--- src/rtl/reloj_tiempo.sv ---
// 24-hour BCD clock with set-minutes / set-hours buttons that auto-repeat when held.
// Every digit and pulse output is a register; only the increment strobes are combinational internally.

module reloj_rep (
    input  logic clk,
    input  logic reset,
    input  logic tick,
    input  logic level,
    output logic inc,
    output logic pulse
);
    // state  | meaning
    // IDLE   | button released, waiting for a 0->1 edge
    // ESPERA | first increment done, counting two ticks before repeating
    // REPITE | one increment per tick while the button stays held
    typedef enum logic [1:0] {IDLE, ESPERA, REPITE} state_t;

    state_t     state;
    logic [1:0] cnt;
    logic       prev;

    always_comb begin
        inc = 1'b0;
        case (state)
            IDLE:    inc = level & ~prev;
            REPITE:  inc = level & tick;
            default: inc = 1'b0;
        endcase
    end

    always_ff @(posedge clk) begin
        if (reset) begin
            state <= IDLE;
            cnt   <= 2'd0;
            prev  <= 1'b0;
            pulse <= 1'b0;
        end else begin
            prev  <= level;
            pulse <= inc;
            case (state)
                IDLE: begin
                    if (level && !prev) begin
                        state <= ESPERA;
                        cnt   <= 2'd0;
                    end
                end
                ESPERA: begin
                    if (!level) begin
                        state <= IDLE;
                    end else if (tick) begin
                        cnt <= cnt + 2'd1;
                        if (cnt == 2'd1) state <= REPITE;
                    end
                end
                REPITE: begin
                    if (!level) state <= IDLE;
                end
                default: state <= IDLE;
            endcase
        end
    end
endmodule

module reloj_tiempo (
    input  logic       clk,
    input  logic       reset,
    input  logic       tick1hz,
    input  logic       minreloj,
    input  logic       horreloj,
    output logic [1:0] hor_d,
    output logic [3:0] hor_u,
    output logic [2:0] min_d,
    output logic [3:0] min_u,
    output logic [2:0] seg_d,
    output logic [3:0] seg_u,
    output logic       inc_min,
    output logic       inc_hor
);
    logic set_min, set_hor;

    reloj_rep u_rep_min (
        .clk   (clk),
        .reset (reset),
        .tick  (tick1hz),
        .level (minreloj),
        .inc   (set_min),
        .pulse (inc_min)
    );

    reloj_rep u_rep_hor (
        .clk   (clk),
        .reset (reset),
        .tick  (tick1hz),
        .level (horreloj),
        .inc   (set_hor),
        .pulse (inc_hor)
    );

    // Terminal-count tests use >= so a corrupted digit still folds back to a legal code.
    logic seg_wrap, min_wrap, hor_wrap;
    assign seg_wrap = (seg_d >= 3'd5) && (seg_u >= 4'd9);
    assign min_wrap = (min_d >= 3'd5) && (min_u >= 4'd9);
    assign hor_wrap = (hor_d >= 2'd2) && (hor_u >= 4'd3);

    always_ff @(posedge clk) begin
        if (reset) begin
            hor_d <= 2'd0;
            hor_u <= 4'd0;
            min_d <= 3'd0;
            min_u <= 4'd0;
            seg_d <= 3'd0;
            seg_u <= 4'd0;
        end else if (set_min || set_hor) begin
            if (set_hor) begin
                if (hor_wrap) begin
                    hor_d <= 2'd0;
                    hor_u <= 4'd0;
                end else if (hor_u >= 4'd9) begin
                    hor_d <= hor_d + 2'd1;
                    hor_u <= 4'd0;
                end else begin
                    hor_u <= hor_u + 4'd1;
                end
            end
            if (set_min) begin
                seg_d <= 3'd0;
                seg_u <= 4'd0;
                if (min_wrap) begin
                    min_d <= 3'd0;
                    min_u <= 4'd0;
                end else if (min_u >= 4'd9) begin
                    min_d <= min_d + 3'd1;
                    min_u <= 4'd0;
                end else begin
                    min_u <= min_u + 4'd1;
                end
            end
        end else if (tick1hz) begin
            if (seg_u >= 4'd9) begin
                seg_u <= 4'd0;
                if (seg_wrap) begin
                    seg_d <= 3'd0;
                    if (min_u >= 4'd9) begin
                        min_u <= 4'd0;
                        if (min_wrap) begin
                            min_d <= 3'd0;
                            if (hor_wrap) begin
                                hor_d <= 2'd0;
                                hor_u <= 4'd0;
                            end else if (hor_u >= 4'd9) begin
                                hor_d <= hor_d + 2'd1;
                                hor_u <= 4'd0;
                            end else begin
                                hor_u <= hor_u + 4'd1;
                            end
                        end else begin
                            min_d <= min_d + 3'd1;
                        end
                    end else begin
                        min_u <= min_u + 4'd1;
                    end
                end else begin
                    seg_d <= seg_d + 3'd1;
                end
            end else begin
                seg_u <= seg_u + 4'd1;
            end
        end
    end
endmodule

--- config.mk ---
export PLATFORM = sky130hd
export DESIGN_NAME = reloj_tiempo
export DESIGN_NICKNAME = d
export VERILOG_FILES = /design/src/rtl/reloj_tiempo.sv
export SDC_FILE = /design/constraint.sdc
export NUM_CORES = 1
export LEC_CHECK = 0
export CORE_MARGIN = 1.5
export CORE_UTILIZATION = 40
export CTS_BUF_LIST = sky130_fd_sc_hd__clkbuf_16
export DETAILED_ROUTE_END_ITERATION = 6
export GPL_ROUTABILITY_DRIVEN = 0
export HOLD_SLACK_MARGIN = 0.15
export PLACE_DENSITY = 0.63
export SLEW_MARGIN = 20
export SYNTH_ARGS = -nofsm -noshare
export SYNTH_HDL_FRONTEND = slang
export SYNTH_SLANG_ARGS = --single-unit
export TNS_END_PERCENT = 50
--- constraint.sdc ---
create_clock -name clk -period 2.6 [get_ports clk]
set_input_delay 0.39 -clock clk [delete_from_list [all_inputs] [get_ports clk]]
set_output_delay 0.39 -clock clk [all_outputs]
set_load 0.02 [all_outputs]
# Yosys cells after proc, flatten, opt, wreduce, memory -nomap -nowiden
# Index checks and enable logic that the tools add are counted.
# Widths: inputs -> output; s select.
word_totals:
  regBits: 32
  output_inout_bits: 22
  elab_cells: 147
op_classes:
  order_cmp: 7
  n_mux: 65
  reduce_logical: 27
  n_bitwise: 6
  n_addsub: 8
  n_eq_ne: 20
op_table:
  columns: ["op", "count"]
  rows:
  - ["$mux 4", 20]
  - ["$mux 2", 25]
  - ["$mux 3", 14]
  - ["$reduce_and 4->1", 5]
  - ["$ne 2x2->1 const B", 8]
  - ["$reduce_bool 2->1", 8]
  - ["$add 4x1->4 const B", 3]
  - ["$ge 4x4->1 const B", 3]
  - ["$pmux 2 s3", 2]
  - ["$reduce_and 6->1", 2]
  - ["$eq 2x1->1 const B", 4]
  - ["$pmux 2 s2", 2]
  - ["$add 2x1->2 const B", 3]
  - ["$add 3x1->3 const B", 2]
  - ["$ge 3x3->1 const B", 2]
  - ["$ne 3x2->1 const B", 2]
  - ["$ne 3x3->1 const B", 2]
  - ["$logic_and 1x1->1", 5]
  - ["$and 1x1->1", 4]
  - ["$eq 2x2->1 const B", 2]
  - ["$ge 4x2->1 const B", 1]
  - ["$logic_not 2->1", 2]
  - ["$ne 2x1->1 const B", 2]
  - ["$pmux 1 s2", 2]
  - ["other kinds (6)", 8]

# Depth between registers and ports, before layout
# Gate-level depths: netlist of the first run.
depth:
  ltp_word: 9
  mapped_depth: 8

# Cells and area by module
# Synthesis of the first run repeated with hierarchy kept, for this count alone.
hier_totals:
  hier_cells: 193
  area_unflattened_um2: 1836.8
modules_own_cells:
  columns: ["mod", "seq_area_each_um2", "cells_each", "area_each_um2", "n_inst"]
  rows:
  - ["reloj_tiempo", 400.4, 137, 1261.2, 1]
  - ["reloj_rep", 120.1, 28, 287.8, 2]

# Worst setup path before layout of the first run
# OpenSTA, ideal clock, no wires.
synth_timing:
  path_kind: "register -> register"
  from: "register min_u[0]"
  to: "register hor_d[1]"
  setup_slack_ns: 0.355
  required_ns: 2.529
  synth_period_minus_slack_ns: 2.245
  t_arrival_ns: 2.175
  path_stages_with_launch: 8
  setup_time_ns: 0.071
  cell_sequence: "dfxtp_1 inv_1 ha_1 or3b_2 nand2_1 o41a_1 or4_1 a21oi_1"
synth_via:
  elab_chain_cells: 4
  elab_cells_between_ends: 5
synth_lines:
  columns: ["item", "line", "rtl"]
  rows:
  - ["start, declared", "73", "output logic [3:0] min_u,"]
  - ["start signal, assigned", "135", "min_u <= min_u + 4'd1;"]
  - ["start signal, assigned", "160", "min_u <= min_u + 4'd1;"]
  - ["$ge 4x4->1 (*)", "102, 143", null]
  - ["$logic_and 1x1->1", "102", "assign min_wrap = (min_d >= 3'd5) && (min_u >= 4'd9);"]
  - ["$reduce_bool 2->1 (no source line)", null, null]
  - ["$reduce_and 6->1 (no source line) (*)", null, null]
  - ["end signal, assigned", "119", "hor_d <= hor_d + 2'd1;"]
  - ["end signal, assigned", "151", "hor_d <= hor_d + 2'd1;"]
  - ["end, declared", "70", "output logic [1:0] hor_d,"]
# Mark *: on every way between the ends. The rest lies on a longest branch, timed or not.
# A chain may end at the register's enable or synchronous reset.

# Worst setup path in the final report of the first run
layout_timing:
  from: "input tick1hz"
  to: "register hor_d[0]"
layout_via:
  elab_chain_cells: 5
  elab_cells_between_ends: 13
layout_lines:
  columns: ["item", "line", "rtl"]
  rows:
  - ["start, declared", "67", "input logic tick1hz,"]
  - ["$and 1x1->1", "26", "REPITE: inc = level & tick;"]
  - ["$pmux 1 s2", "24", "case (state)"]
  - ["$logic_or 1x1->1", "113", "end else if (set_min || set_hor) begin"]
  - ["$ne 2x2->1 (no source line) / $reduce_bool 2->1 (equally long branches)", null, null]
  - ["$reduce_and 6->1 (no source line)", null, null]
# Several ways; a longest one is shown, not always the timed one.

==> results of run 1 <==
[final timing paths]
kind	start	to	slack, ns	cells past startpoint
hold reg to reg	u_rep_min.cnt[1]$_SDFFE_PP0P_	u_rep_min.cnt[1]$_SDFFE_PP0P_	0.45	2
setup / recovery	tick1hz	hor_d[0]$_SDFFE_PP0P_	0.25	6
setup reg to reg	seg_u[0]$_SDFFE_PP0P_	hor_d[0]$_SDFFE_PP0P_	0.30	7
hold / removal	u_rep_min.cnt[1]$_SDFFE_PP0P_	u_rep_min.cnt[1]$_SDFFE_PP0P_	0.45	2
[cells in the mapped netlist, types with 2 or more instances]
master    instances  area share (%)
ha_1             16              12
mux2i_1           7             4.1
o211a_1           4             2.3
or3b_2            3             1.5
nand2_1           7             1.5
a211oi_1          2            0.88
a41oi_1           2             1.0
nor2b_1           4             1.5
nand2b_1          3             1.1
a21oi_1          12             3.5
nor2_1           19             4.2
o21ai_0           7             2.0
and2b_4           2             1.2
nand3_1           5             1.5
inv_1            17             3.7
clkbuf_1          4            0.88
or4_1             2            0.88
dfxtp_1          32              37
nor3_1            7             2.0
or3_1             2            0.73
[cell type report]
type,instances,area share (%)
multi-input cells,134,44.5
flip-flops and latches,32,29.1
repair buffers,35,14.9
clock buffers,5,5.69
inverters,17,2.90
well taps,50,2.84
[power breakdown]
part | switching (mW) | internal, mW | total (mW)
clock | 0.174 | 0.336 | 0.511
sequential | 0.0165 | 0.507 | 0.523
combinational | 0.0751 | 0.0665 | 0.142
total | 0.266 | 0.909 | 1.18
[worst min-delay path: cells and delay by family, from the launching register on]
| kind | cells | cell delay [ns] |
|---|---|---|
| DFF | 1 | 0.30 |
| AOI/OAI and AO/OA | 1 | 0.05 |
| and+or+nand+nor | 1 | 0.05 |
[kinds of logic after synthesis]
| logic type | count (synthesis) | share of synthesized area [%] |
|---|---|---|
| xor gates and xnor gates | 2 | 1.02 |
| and+or+nand+nor | 64 | 20.6 |
| muxes | 7 | 4.10 |
| adders and majority gates | 16 | 11.7 |
| buffers and inverters | 22 | 5.27 |
| AOI/OAI and AO/OA | 45 | 19.8 |
| DFF | 32 | 37.5 |
[metrics by stage]
| stage | setup WS, ns | util (%) | cells | instance area, sq um | hold WS, ns |
|---|---|---|---|---|---|
| after floorplan | 0.355 | - | 188 | 1710 | 0.432 |
| after global placement | 0.0613 | 51.1 | 268 | 2070 | 0.437 |
| after detailed placement | 0.00263 | 51.1 | 268 | 2070 | 0.452 |
| after CTS | 0.261 | 54.2 | 273 | 2200 | 0.457 |
| after global routing | 0.164 | 54.2 | 273 | 2200 | 0.486 |
| final | 0.255 | 54.2 | 273 | 2200 | 0.452 |
[sequential cells by signal, indices dropped and copies added, names as in the netlist, 2 cells and up]
register         count
hor_u                4
u_rep_hor.cnt        2
u_rep_min.state      2
seg_d                3
min_d                3
hor_d                2
min_u                4
u_rep_min.cnt        2
seg_u                4
u_rep_hor.state      2
[metal layers]
metal / up-vias / track usage, % / wire, um
li1: 745 / - / -
met4: 0 / 8.00 / 55
met2: 32 / 30.0 / 1790
met3: 6 / 3.45 / 126
met1: 700 / 21.2 / 1640
met5: - / 0 / 0
==> results_dict.tcl, run 1 <==
set metrics [dict create \
    outcome "completed" \
    fin_setup_tns_ns 0 \
    tightest_slew_ns 0.762 \
    synth_cell_types 51 \
    ctsHoldBuffers 0 \
    routed_wl_um 3610 \
    die-area_sq_um 4680 \
    ys_warn_count 0 \
    cts-resized-gates 0 \
    synth_area_sq_um 1710 \
    nNetsFinal 246 \
    antenna_found_initial 0 \
    worst_setup_path_end_kind "register" \
    timing_worst_setup_path_type "in2reg" \
    multiInputGateArea_sq_um 980 \
    worstPathArrival_ns 2.54 \
    power.total_mw 1.18 \
    ff_latch_area_sq_um 641 \
    ys_ff_latch 32 \
    grt_max_degree 20 \
    overflow 0 \
    finalCriticalPeriod_ns 2.35 \
    hold_violations 0 \
    synth_ff_type "dfxtp_1" \
    cts.htree.levels 2 \
    max_stage_delay_ns 0.54 \
    synthCells 188 \
    slew_viol_final 0 \
    post_route_cells_drive_above_1_share_pct 12.6 \
    cp-start-kind "input pin" \
    post-cts-setup-buffer-count 0 \
    final_common_cell "dfxtp_1" \
    worstPathCellList "clkdlybuf4s50_1, and2_4, o21a_4, o41a_1, or4_1, a21oi_1" \
    post_drt_wl_per_cell_um 13.2 \
    cts.sinks 32 \
    async_reset_ff_share_pct 0 \
    critPathBufInv 1 \
    hold_class "reg2reg" \
    core_region_area_sq_um 4060 \
    p_per_area_nw_per_um2 534 \
    cts_buffers 5 \
    path_clk_slew_ns 0.05 \
    required_ns 2.80 \
    antenna_cells 0 \
    finalCritPeriodShare_pct 90.2 \
    clock.fmax_mhz 426 \
    track_usage_pct 17.6 \
    syn_nets 209 \
    cts.path.max_buffers 2 \
    via_per_inst 5.43 \
    first_iter_violations 86 \
    grt_first_pass_wirelength_um 6250 \
    dr.pass1.iters 4 \
    grt_pass1_vias 1448 \
    ys_seq_area_share_pct 37.5 \
    rows 23 \
    final_cell_mix "32 x dfxtp_1, 26 x clkdlybuf4s50_1, 19 x nor2_1" \
    dp_hpwl_um 2770 \
    drcViolationCount 0 \
    critical_path.top_delay_family "compound AO/OA/AOI/OAI gates" \
    maxCapViolations 0 \
    fin_skew_ns 0.00477 \
    cts_tree "built" \
    slew_headroom_pct 49.0 \
    fillers 379 \
    worstPathMaxFanout 7 \
    peakVddDrop_v 0.000289 \
    clock_latency_ns 0.27 \
    io_buffers 26 \
    vias 1483 \
    syn2layout_area_growth_pct 28.6 \
    synth_edf_count 0 \
    p_leak_nw 0.871 \
    die_x_um 68.4 \
    finalSetupViolCount 0 \
    cp_slowest_cell "or4_1" \
    io_pins 27 \
    die_y_um 68.4 \
    syn_avg_cell_area_sq_um 9.10 \
    start_util_pct 42.2 \
    cts_root_buf "clkbuf_16" \
    rsz0062_at_grt "false" \
    ant_nets 0 \
]
Note: power is estimated with default switching activity, not from simulation.
==> run 2, diff against run 1 <==
--- a/config.mk
+++ b/config.mk
@@ -6,12 +6,12 @@
 export NUM_CORES = 1
 export LEC_CHECK = 0
 export CORE_MARGIN = 1.5
-export CORE_UTILIZATION = 40
+export CORE_UTILIZATION = 25
 export CTS_BUF_LIST = sky130_fd_sc_hd__clkbuf_16
 export DETAILED_ROUTE_END_ITERATION = 6
 export GPL_ROUTABILITY_DRIVEN = 0
 export HOLD_SLACK_MARGIN = 0.15
-export PLACE_DENSITY = 0.63
+export PLACE_DENSITY = 0.44
 export SLEW_MARGIN = 20
 export SYNTH_ARGS = -nofsm -noshare
 export SYNTH_HDL_FRONTEND = slang
==> run 2 against run 1 <==
  * Clock power is 5.7% higher
  * Clock skew decreased by 0.0014 ns
  * Critical path depth unchanged
  * Highest routed layer unchanged
  * Worst setup slack gained 0.081 ns
==> results_dict.tcl, run 2 (same netlist as run 1, synthesis figures left out) <==
set metrics [dict create \
    placed_area_sq_um 2120 \
    track_usage_pct 11.3 \
    final_cell_mix "32 x dfxtp_1, 26 x clkdlybuf4s50_1, 19 x nor2_1" \
    ctsHoldBuffers 0 \
    maxCapViolations 0 \
    finalSetupViolCount 0 \
    finalCritPeriodShare_pct 87.1 \
    required_ns 2.80 \
    max_stage_delay_ns 0.52 \
    cts.htree.levels 2 \
    cts_buffers 5 \
    peakVddDrop_v 0.000233 \
    grt_first_pass_wirelength_um 6550 \
    antenna_cells 0 \
    fin_skew_ns 0.00334 \
    worstPathCellList "clkdlybuf4s50_1, and2_4, o21a_4, o41a_1, or4_1, a21oi_1" \
    post-cts-setup-buffer-count 0 \
    rows 29 \
    worstPathArrival_ns 2.47 \
    tightest_slew_ns 0.709 \
    syn2layout_area_growth_pct 32.0 \
    finalCriticalPeriod_ns 2.26 \
    dr.pass1.iters 4 \
    outcome "completed" \
    cp_slowest_cell "or4_1" \
    vias 1448 \
    fin_setup_tns_ns 0 \
    drcViolationCount 0 \
    hold_violations 0 \
    start_util_pct 26.3 \
    grt_max_degree 16 \
    dp_hpwl_um 2850 \
    grt_pass1_vias 1401 \
    worstPathMaxFanout 6 \
    rsz0062_at_grt "false" \
    path_clk_slew_ns 0.05 \
    p_leak_nw 0.889 \
    cts-resized-gates 0 \
    die_y_um 85.7 \
    first_iter_violations 36 \
    nNetsFinal 248 \
    worst_setup_path_end_kind "register" \
    routed_wl_um 3770 \
    core_region_area_sq_um 6490 \
    antenna_found_initial 0 \
    post_drt_wl_per_cell_um 12.4 \
    clock.fmax_mhz 442 \
    reg.largest.list "hor_u (4), min_u (4), seg_u (4)" \
    cts.path.max_buffers 2 \
    finalHoldWorstSlack_ns 0.447 \
    fillers 662 \
    cts_root_buf "clkbuf_16" \
    p_per_area_nw_per_um2 535 \
    io_buffers 26 \
    io_pins 27 \
    timing_worst_setup_path_type "in2reg" \
    slew_viol_final 0 \
    die_x_um 85.7 \
    fin_area_sq_um 2260 \
    ant_nets 0 \
    cts_tree "built" \
    final_common_cell "dfxtp_1" \
    multiInputGateArea_sq_um 980 \
    slew_headroom_pct 52.6 \
    clock_latency_ns 0.27 \
    ff_latch_area_sq_um 641 \
    hold_class "reg2reg" \
    post_route_cells_drive_above_1_share_pct 13.7 \
    overflow 0 \
    cts.sinks 32 \
    via_per_inst 4.76 \
    die-area_sq_um 7350 \
    cp-start-kind "input pin" \
]
==> run 2: cell count changes in the layout (fill, tap and decap cells not counted), sizes merged <==
cell and delta:
inv +1, clkinv +1, buf +2
==> run 2: report_power, final <==
part           total [mW]  internal [mW]  switching, mW
logic               0.145         0.0688         0.0759
registers           0.523          0.506         0.0167
clock network       0.540          0.343          0.197
==> run 2: metal layers <==
layer | track usage, % | vias to the layer above | share of wire (%)
li1 | - | 750 | -
met1 | 14.5 | 673 | 51
met2 | 18.0 | 20 | 44
met3 | 3.66 | 5 | 3.3
met4 | 3.52 | 0 | 1.5
met5 | 0 | - | 0
==> run 2: final timing paths <==
kind                                      start                       endpoint  slack [ns]  cells past startpoint
setup / recovery                        tick1hz          hor_d[1]$_SDFFE_PP0P_        0.34                      6
hold / removal    u_rep_min.cnt[1]$_SDFFE_PP0P_  u_rep_min.cnt[1]$_SDFFE_PP0P_        0.45                      2
setup reg to reg          seg_u[0]$_SDFFE_PP0P_          hor_d[1]$_SDFFE_PP0P_        0.37                      7
hold reg to reg   u_rep_min.cnt[1]$_SDFFE_PP0P_  u_rep_min.cnt[1]$_SDFFE_PP0P_        0.45                      2
==> run 2: area by class of cell <==
| cell class | count | share of cell area [%] |
|---|---|---|
| clock buffers | 5 | 5.54 |
| clock inverters | 2 | 0.388 |
| inverters | 17 | 2.83 |
| multi-input cells | 134 | 43.4 |
| flip-flops and latches | 32 | 28.4 |
| well taps | 77 | 4.27 |
| repair buffers | 37 | 15.2 |
==> run 2: worst max-delay path: cells and delay by family <==
kind	cells	cell delay, ns
buf+inv	1	0.51
compound gates	3	0.84
simple gates	2	0.74
==> run 2: metrics by stage <==
step	worst slack, ns	cells	utilization, %	total power [mW]
after floorplan	0.355	188	-	0.620
after global placement	0.0719	297	32.7	0.679
after detailed placement	0.0380	297	32.7	0.679
after CTS	0.311	304	34.8	1.23
after global routing	0.141	304	34.8	1.27
final	0.336	304	34.8	1.21
